===== src/rtl/ram_prog_sequencer.sv =====
// ram_prog_sequencer: loads a 16-word program RAM from a host, then hands the
// RAM bus to the run-mode controller. A six-state FSM sequences
// program / write / clear / run / halt. Everything is registered except
// ram_addr and ram_n_ce while running, which follow the controller directly.
module ram_prog_sequencer #(
  parameter int ADDR_W = 4,
  parameter int DATA_W = 8
) (
  input  logic              clk,
  input  logic              n_clr,
  input  logic              prog_mode,
  input  logic              start,
  input  logic              wr_valid,
  input  logic [ADDR_W-1:0] wr_addr,
  input  logic [DATA_W-1:0] wr_data,
  output logic              wr_ready,
  input  logic              hlt,
  input  logic [ADDR_W-1:0] ctrl_addr,
  input  logic              ctrl_n_ce,
  output logic [ADDR_W-1:0] ram_addr,
  output logic [DATA_W-1:0] ram_din,
  output logic              ram_we,
  output logic              ram_n_ce,
  output logic              cpu_n_clr,
  output logic              run_en,
  output logic              halted,
  output logic [ADDR_W:0]   wr_count
);

  typedef enum logic [2:0] {
    S_STOP,
    S_PROG,
    S_WRITE,
    S_CLEAR,
    S_RUN,
    S_HALTED
  } state_t;

  // Saturation ceiling for wr_count: one count per RAM word.
  localparam logic [ADDR_W:0] CNT_MAX = {1'b1, {ADDR_W{1'b0}}};

  state_t            r_state;
  state_t            w_state_next;
  logic              w_capture;
  logic [ADDR_W:0]   w_count_next;
  logic [ADDR_W-1:0] r_addr;
  logic [DATA_W-1:0] r_din;
  logic [ADDR_W:0]   r_wr_count;
  logic              r_wr_ready;
  logic              r_ram_we;
  logic              r_cpu_n_clr;
  logic              r_run_en;
  logic              r_halted;

  // Next-state decode and host-write capture / counter update.
  always_comb begin
    w_state_next = r_state;
    w_capture    = 1'b0;
    w_count_next = r_wr_count;
    case (r_state)
      S_STOP: begin
        if (prog_mode) begin
          w_state_next = S_PROG;
          w_count_next = '0;
        end else if (start) begin
          w_state_next = S_CLEAR;
        end
      end
      S_PROG: begin
        // A pending write is taken even if the host is leaving program mode.
        if (wr_valid) begin
          w_state_next = S_WRITE;
          w_capture    = 1'b1;
          if (r_wr_count != CNT_MAX) begin
            w_count_next = r_wr_count + 1'b1;
          end
        end else if (!prog_mode) begin
          w_state_next = S_STOP;
        end
      end
      S_WRITE: begin
        w_state_next = prog_mode ? S_PROG : S_STOP;
      end
      S_CLEAR: begin
        w_state_next = S_RUN;
      end
      S_RUN: begin
        if (prog_mode) begin
          w_state_next = S_STOP;
        end else if (hlt) begin
          w_state_next = S_HALTED;
        end
      end
      S_HALTED: begin
        if (prog_mode) begin
          w_state_next = S_PROG;
          w_count_next = '0;
        end else if (start) begin
          w_state_next = S_CLEAR;
        end
      end
      default: begin
        w_state_next = S_STOP;
      end
    endcase
  end

  // State register.
  always_ff @(posedge clk or negedge n_clr) begin
    if (!n_clr) begin
      r_state <= S_STOP;
    end else begin
      r_state <= w_state_next;
    end
  end

  // Registered outputs, decoded from the state being entered so they line up
  // with the state register cycle for cycle.
  always_ff @(posedge clk or negedge n_clr) begin
    if (!n_clr) begin
      r_addr      <= '0;
      r_din       <= '0;
      r_wr_count  <= '0;
      r_wr_ready  <= 1'b0;
      r_ram_we    <= 1'b0;
      r_cpu_n_clr <= 1'b0;
      r_run_en    <= 1'b0;
      r_halted    <= 1'b0;
    end else begin
      if (w_capture) begin
        r_addr <= wr_addr;
        r_din  <= wr_data;
      end
      r_wr_count  <= w_count_next;
      r_wr_ready  <= (w_state_next == S_PROG);
      r_ram_we    <= (w_state_next == S_WRITE);
      r_cpu_n_clr <= (w_state_next != S_CLEAR);
      r_run_en    <= (w_state_next == S_RUN);
      r_halted    <= (w_state_next == S_HALTED);
    end
  end

  // The controller owns the RAM address and output enable only while running;
  // otherwise the RAM output stays disabled.
  assign ram_addr  = (r_state == S_RUN) ? ctrl_addr : r_addr;
  assign ram_n_ce  = (r_state == S_RUN) ? ctrl_n_ce : 1'b1;
  assign ram_din   = r_din;
  assign ram_we    = r_ram_we;
  assign wr_ready  = r_wr_ready;
  assign cpu_n_clr = r_cpu_n_clr;
  assign run_en    = r_run_en;
  assign halted    = r_halted;
  assign wr_count  = r_wr_count;

endmodule


===== config.mk =====
export PLATFORM = sky130hd
export DESIGN_NAME = ram_prog_sequencer
export DESIGN_NICKNAME = d
export VERILOG_FILES = /design/src/rtl/ram_prog_sequencer.sv
export SDC_FILE = /design/constraint.sdc
export NUM_CORES = 1
export LEC_CHECK = 0
export ABC_AREA = 1
export BUFFER_PORTS_ARGS = -buffer_cell sky130_fd_sc_hd__buf_4
export CORE_MARGIN = 2
export CORE_UTILIZATION = 40
export DETAILED_ROUTE_END_ITERATION = 8
export GPL_TIMING_DRIVEN = 0
export PLACE_DENSITY = 0.68
export SLEW_MARGIN = 20
export SYNTH_ARGS = -nofsm -noshare
export SYNTH_HDL_FRONTEND = slang
export SYNTH_SLANG_ARGS = --single-unit

===== constraint.sdc =====
create_clock -name clk -period 1.4 [get_ports clk]
set_clock_uncertainty 0.2 [all_clocks]
set_input_delay 0 -clock clk [delete_from_list [all_inputs] [get_ports clk]]
set_output_delay 0 -clock clk [all_outputs]
set_load 0.05 [all_outputs]

Yosys cells after proc, flatten, opt, wreduce, memory -nomap -nowiden
Index checks and enable logic that the tools add are counted.
{"block": "op_classes", "n_eq_ne": 14, "muxes": 16, "n_addsub": 1, "reduce_logical": 4}
{"operator": "$mux 3", "count": 6}
{"operator": "$mux 5", "count": 3}
{"operator": "$pmux 3 s5", "count": 1}
{"operator": "$eq 3x3->1 const B", "count": 4}
{"operator": "$pmux 5 s2", "count": 1}
{"operator": "$eq 3x2->1 const B", "count": 3}
{"operator": "$eq 3x1->1 const B", "count": 2}
{"operator": "$add 5x1->5 const B", "count": 1}
{"operator": "$ne 5x5->1 const B", "count": 1}
{"operator": "$mux 1", "count": 4}
{"operator": "$mux 4", "count": 1}
{"operator": "$ne 2x2->1 const B", "count": 2}
{"operator": "$reduce_and 4->1", "count": 1}
{"operator": "$logic_not 3->1", "count": 1}
{"operator": "$ne 3x2->1 const B", "count": 1}
{"operator": "$ne 2x1->1 const B", "count": 1}
{"operator": "$reduce_bool 2->1", "count": 1}
{"operator": "$reduce_or 2->1", "count": 1}
{"block": "word_totals", "inputBits": 23, "regBits": 25}

Depth between registers and ports, before layout
{"block": "logic_depth", "ltp_word": 4, "mapped_depth": 10, "ltp_nobuf": 10}

Worst setup path after synthesis
OpenSTA, ideal clock, no wires.
{"block": "synth_path", "path_kind": "register to register", "from": "register r_wr_count[0], in the netlist wr_count[0]", "to": "register r_wr_count[3], in the netlist wr_count[3]", "path_buffers": 0, "slack_ns": -0.474, "setup_time_ns": 0.120, "stages_incl_launch_ff": 11, "arrival_time_ns": 1.554, "required_ns": 1.080, "cell_sequence": "dfrtp_1 -> inv_1 -> ha_1 -> nand2_1 -> inv_1 -> nand2_1 -> nor2_1 -> nor2_2 -> nand2_2 -> nand2_1 -> nand2_1"}
{"block": "synth_between", "elab_chain_len": 4, "word_cells_on_any_way": 7, "cone_classes": "add/sub: 1; eq/ne: 2; mux: 3; reduce/logical: 1"}
{"element": "start: declaration", "line_no": "48", "rtl": "logic [ADDR_W:0] r_wr_count;"}
{"element": "start signal: assignment", "line_no": "134", "rtl": "r_wr_count <= w_count_next;"}
{"element": "$add 5x1->5", "line_no": "75", "rtl": "w_count_next = r_wr_count + 1'b1;"}
{"element": "$mux 5", "line_no": "74", "rtl": "if (r_wr_count != CNT_MAX) begin"}
{"element": "$mux 5", "line_no": "71", "rtl": "if (wr_valid) begin"}
{"element": "$pmux 5 s2", "line_no": "60", "rtl": "case (r_state)"}
Several ways; a longest one is shown, not always the timed one. The select of a mux whose other input is x is not followed.
A chain may end at the register's enable or synchronous reset.

Worst setup path in the final report
{"block": "layout_path", "from": "register r_state[0]", "to": "output port ram_n_ce"}
{"block": "layout_between", "elab_chain_len": 2}
{"element": "start: declaration", "line_no": "42", "rtl": "state_t r_state;"}
{"element": "start signal: assignment", "line_no": "113", "rtl": "r_state <= w_state_next;"}
{"element": "$eq 3x3->1", "line_no": "146", "rtl": "assign ram_n_ce = (r_state == S_RUN) ? ctrl_n_ce : 1'b1;"}
{"element": "$mux 1", "line_no": "146"}
{"element": "end: declaration", "line_no": "23", "rtl": "output logic ram_n_ce,"}
Every way passes these cells.

==> flow_summary.json <==
{
  "wl_per_cell_um": 12.34,
  "rsz0062_at_grt": "true",
  "power.leakage_nw": 1.249,
  "hold_start": "ctrl_addr[2]",
  "syn_area_um2": 1353,
  "layout_min_cycle_time_ns": 1.698,
  "synth_area_leader_cell": "dfrtp_1",
  "start_kind": "flop",
  "cts_tree": "yes",
  "fin_nets": 290,
  "rows": 21,
  "synth.distinct_cells": 22,
  "finalSetupViolations": 28,
  "firstDrtPassIters": 4,
  "reg2regPathDepth": 8,
  "synth_edf_count": 0,
  "port_buffers": 45,
  "drive_above_1_share_pct": 53.79,
  "rr_endpoint": "ram_din[7]",
  "powerDensity_nw_per_um2": 2324,
  "synth_area_leaders": "dfrtp_1, nand2_1, nor2_1, inv_1, nand3_1",
  "relSlewSlack_pct": 77.51,
  "wl_um": 3826,
  "area_growth_pct": 77.34,
  "detail_route.drc_violations": 0,
  "dieWidth_um": 62.15,
  "fp.dieH_um": 62.15,
  "num_vias": 1415,
  "ys_seq_area_share_pct": 46.25,
  "maxCapViolCount": 0,
  "violations": "negative setup slack",
  "tightest_slew_ns": 0.3339,
  "path_max_fanout": 5,
  "routed_via_density": 4.565,
  "antenna_found_initial": 0,
  "grt_max_degree": 26,
  "timing.final.max_slew_violations": 0,
  "cts_htree_levels": 1,
  "grt_pass1_wl_um": 6216,
  "ys.flop_type": "dfrtp_1",
  "rr_startpoint": "r_state[2]",
  "hold_viol": 0,
  "place_area_um2": 1773,
  "clock-sinks": 25,
  "avgSynthCellArea_um2": 7.642,
  "grt_use_total_pct": 19.57,
  "stdcell_area_um2": 2399,
  "drtAntennaViolNets": 0,
  "cp_data_required_time_ns": 1.20,
  "holdPathStages": 4,
  "synth_top_cell_area_share_pct": 46.25,
  "fin_ws_ns": -0.2982,
  "crit_arrival_ns": 1.50,
  "worst_setup_path_end_kind": "output port",
  "fmax_mhz": 588.8,
  "hold_class": "in2out",
  "min_to": "ram_addr[2]",
  "place.gp.congestion": 0.8040,
  "status": "finished, violations left",
  "drt_iter0_drc": 39,
  "cts_buffer_depth": 2,
  "cts.clk_slew.worst_paths_ns": 0.15,
  "synth_seq_cells": 25,
  "grt_pass1_vias": 1392,
  "antenna_cells": 0,
  "root_buffer": "clkbuf_4",
  "synth_commonest_cells": "nand2_1, dfrtp_1, nor2_1, inv_1, nand3_1",
  "overflow": 0,
  "async_flop_share_pct": 100.0,
  "fin_crit_sh_pct": 121.3,
  "syn_inst": 177,
  "dp_hpwl_um": 2125,
  "yosysMostFrequentCell": "nand2_1",
  "ys.warnings.count": 0,
  "critical_path_class": "reg2out",
  "ios": 46,
  "synth_fp_nets": 202,
  "hold_ws_ns": 0.1233,
  "clk_latency_ns": 0.32,
  "reg2reg_setup_slack_ns": -0.25,
  "dp_slack_ns": -0.2336,
  "initial_core_util_pct": 41.18,
  "core_area_um2": 3284,
  "cts_buffers": 3,
  "dieArea_um2": 3863,
  "vdd_ir_drop_max_v": 0.001362
}
[per-layer routing]
metal,GRT usage [%],share of wire (%),vias to the layer above
met5,0,0,-
met4,3.889,0.91,0
met3,3.986,3.3,4
met2,35.19,55,34
met1,24.47,41,666
li1,-,-,711
[registers in the layout (all words and copies together), names as in the netlist, 3 cells and up]
register	flops
r_addr	4
r_state	3
ram_din	8
wr_count	5
[cell usage in the layout (no fill, tap or decap)]
master         instances
a21oi_1                1
a21oi_4                1
buf_2                  1
buf_4                 51
buf_6                 11
buf_8                  6
clkbuf_4               3
clkinvlp_4             1
dfrtp_1               20
dfrtp_2                5
dlygate4sd3_1         18
ha_2                   1
ha_4                   1
inv_1                 11
inv_2                  6
inv_4                  1
inv_6                  1
inv_8                  1
nand2_1               45
nand2_2               29
nand2_4                7
nand2_8                1
nand3_1                8
nand3_2                1
nand3_4                2
nand3b_1               3
nand4_1                4
nor2_1                10
nor2_2                 4
nor2_4                 7
o21ai_0                1
or2_4                  1
xor2_1                 1
[cells by family (layout without fill, tap and decap cells)]
logic type / Yosys count / in the layout / synth area share (%)
compound gates: 3 / 3 / 1.942
xor+xnor: 1 / 1 / 0.6477
fa+ha+maj: 2 / 2 / 1.850
buf+inv: 24 / 111 / 7.862
flops: 25 / 25 / 46.25
simple gates: 122 / 122 / 41.44
[critical path, cell delays in order, from the launching register on]
cell	delay, ns
dfrtp_2	0.45
inv_2	0.08
nand2_4	0.06
nor2_4	0.12
inv_2	0.07
or2_4	0.24
buf_8	0.15
[worst max-delay path by stage]
stage	startpoint	to	slack, ns	cells past startpoint
6_report	r_state[0]	ram_n_ce	-0.30	6
5_1_grt	r_state[0]	ram_n_ce	-0.35	6
4_1_cts	r_state[0]	ram_n_ce	-0.29	6
3_5_place_dp	wr_count[0]	wr_count[2]	-0.23	10
3_3_place_gp	wr_count[0]	wr_count[2]	-0.22	10
2_1_floorplan	wr_count[0]	wr_count[3]	-0.26	10
[through the flow]
step	total power [mW]	TNS (ns)	std cells	util (%)
5_1_grt	5.928	-7.962	310	73.03
6_report	5.573	-5.917	310	73.03
3_5_place_dp	4.100	-3.030	268	53.98
2_1_floorplan	3.346	-1.301	177	-
4_1_cts	5.094	-6.147	304	67.54
3_3_place_gp	4.073	-3.129	268	53.98
[power breakdown]
part	internal (mW)	switching [mW]
clock network	0.109	0.225
registers	1.02	0.206
logic	1.58	2.43
total	2.71	2.86
[layout make-up]
class,count,area (um^2)
well taps,46,57.56
clock buffers,3,22.52
repair buffers,83,743.2
fillers,258,885.9
clock inverters,1,7.507
inverters,20,90.09
multi-input cells,128,807.0
plain buffers,4,38.79
flip-flops and latches,25,631.9
[timing repair]
action / CTS / global route
pin swaps: 23 / 23
buffers inserted: 14 / 8
hold buffers: 18 / 0
setup endpoints to repair: 29 / 30
cloned: 0 / 1
resized for setup: 34 / 51
hold endpoints to repair: 50 / 0
(Power assumes the default switching activity.)
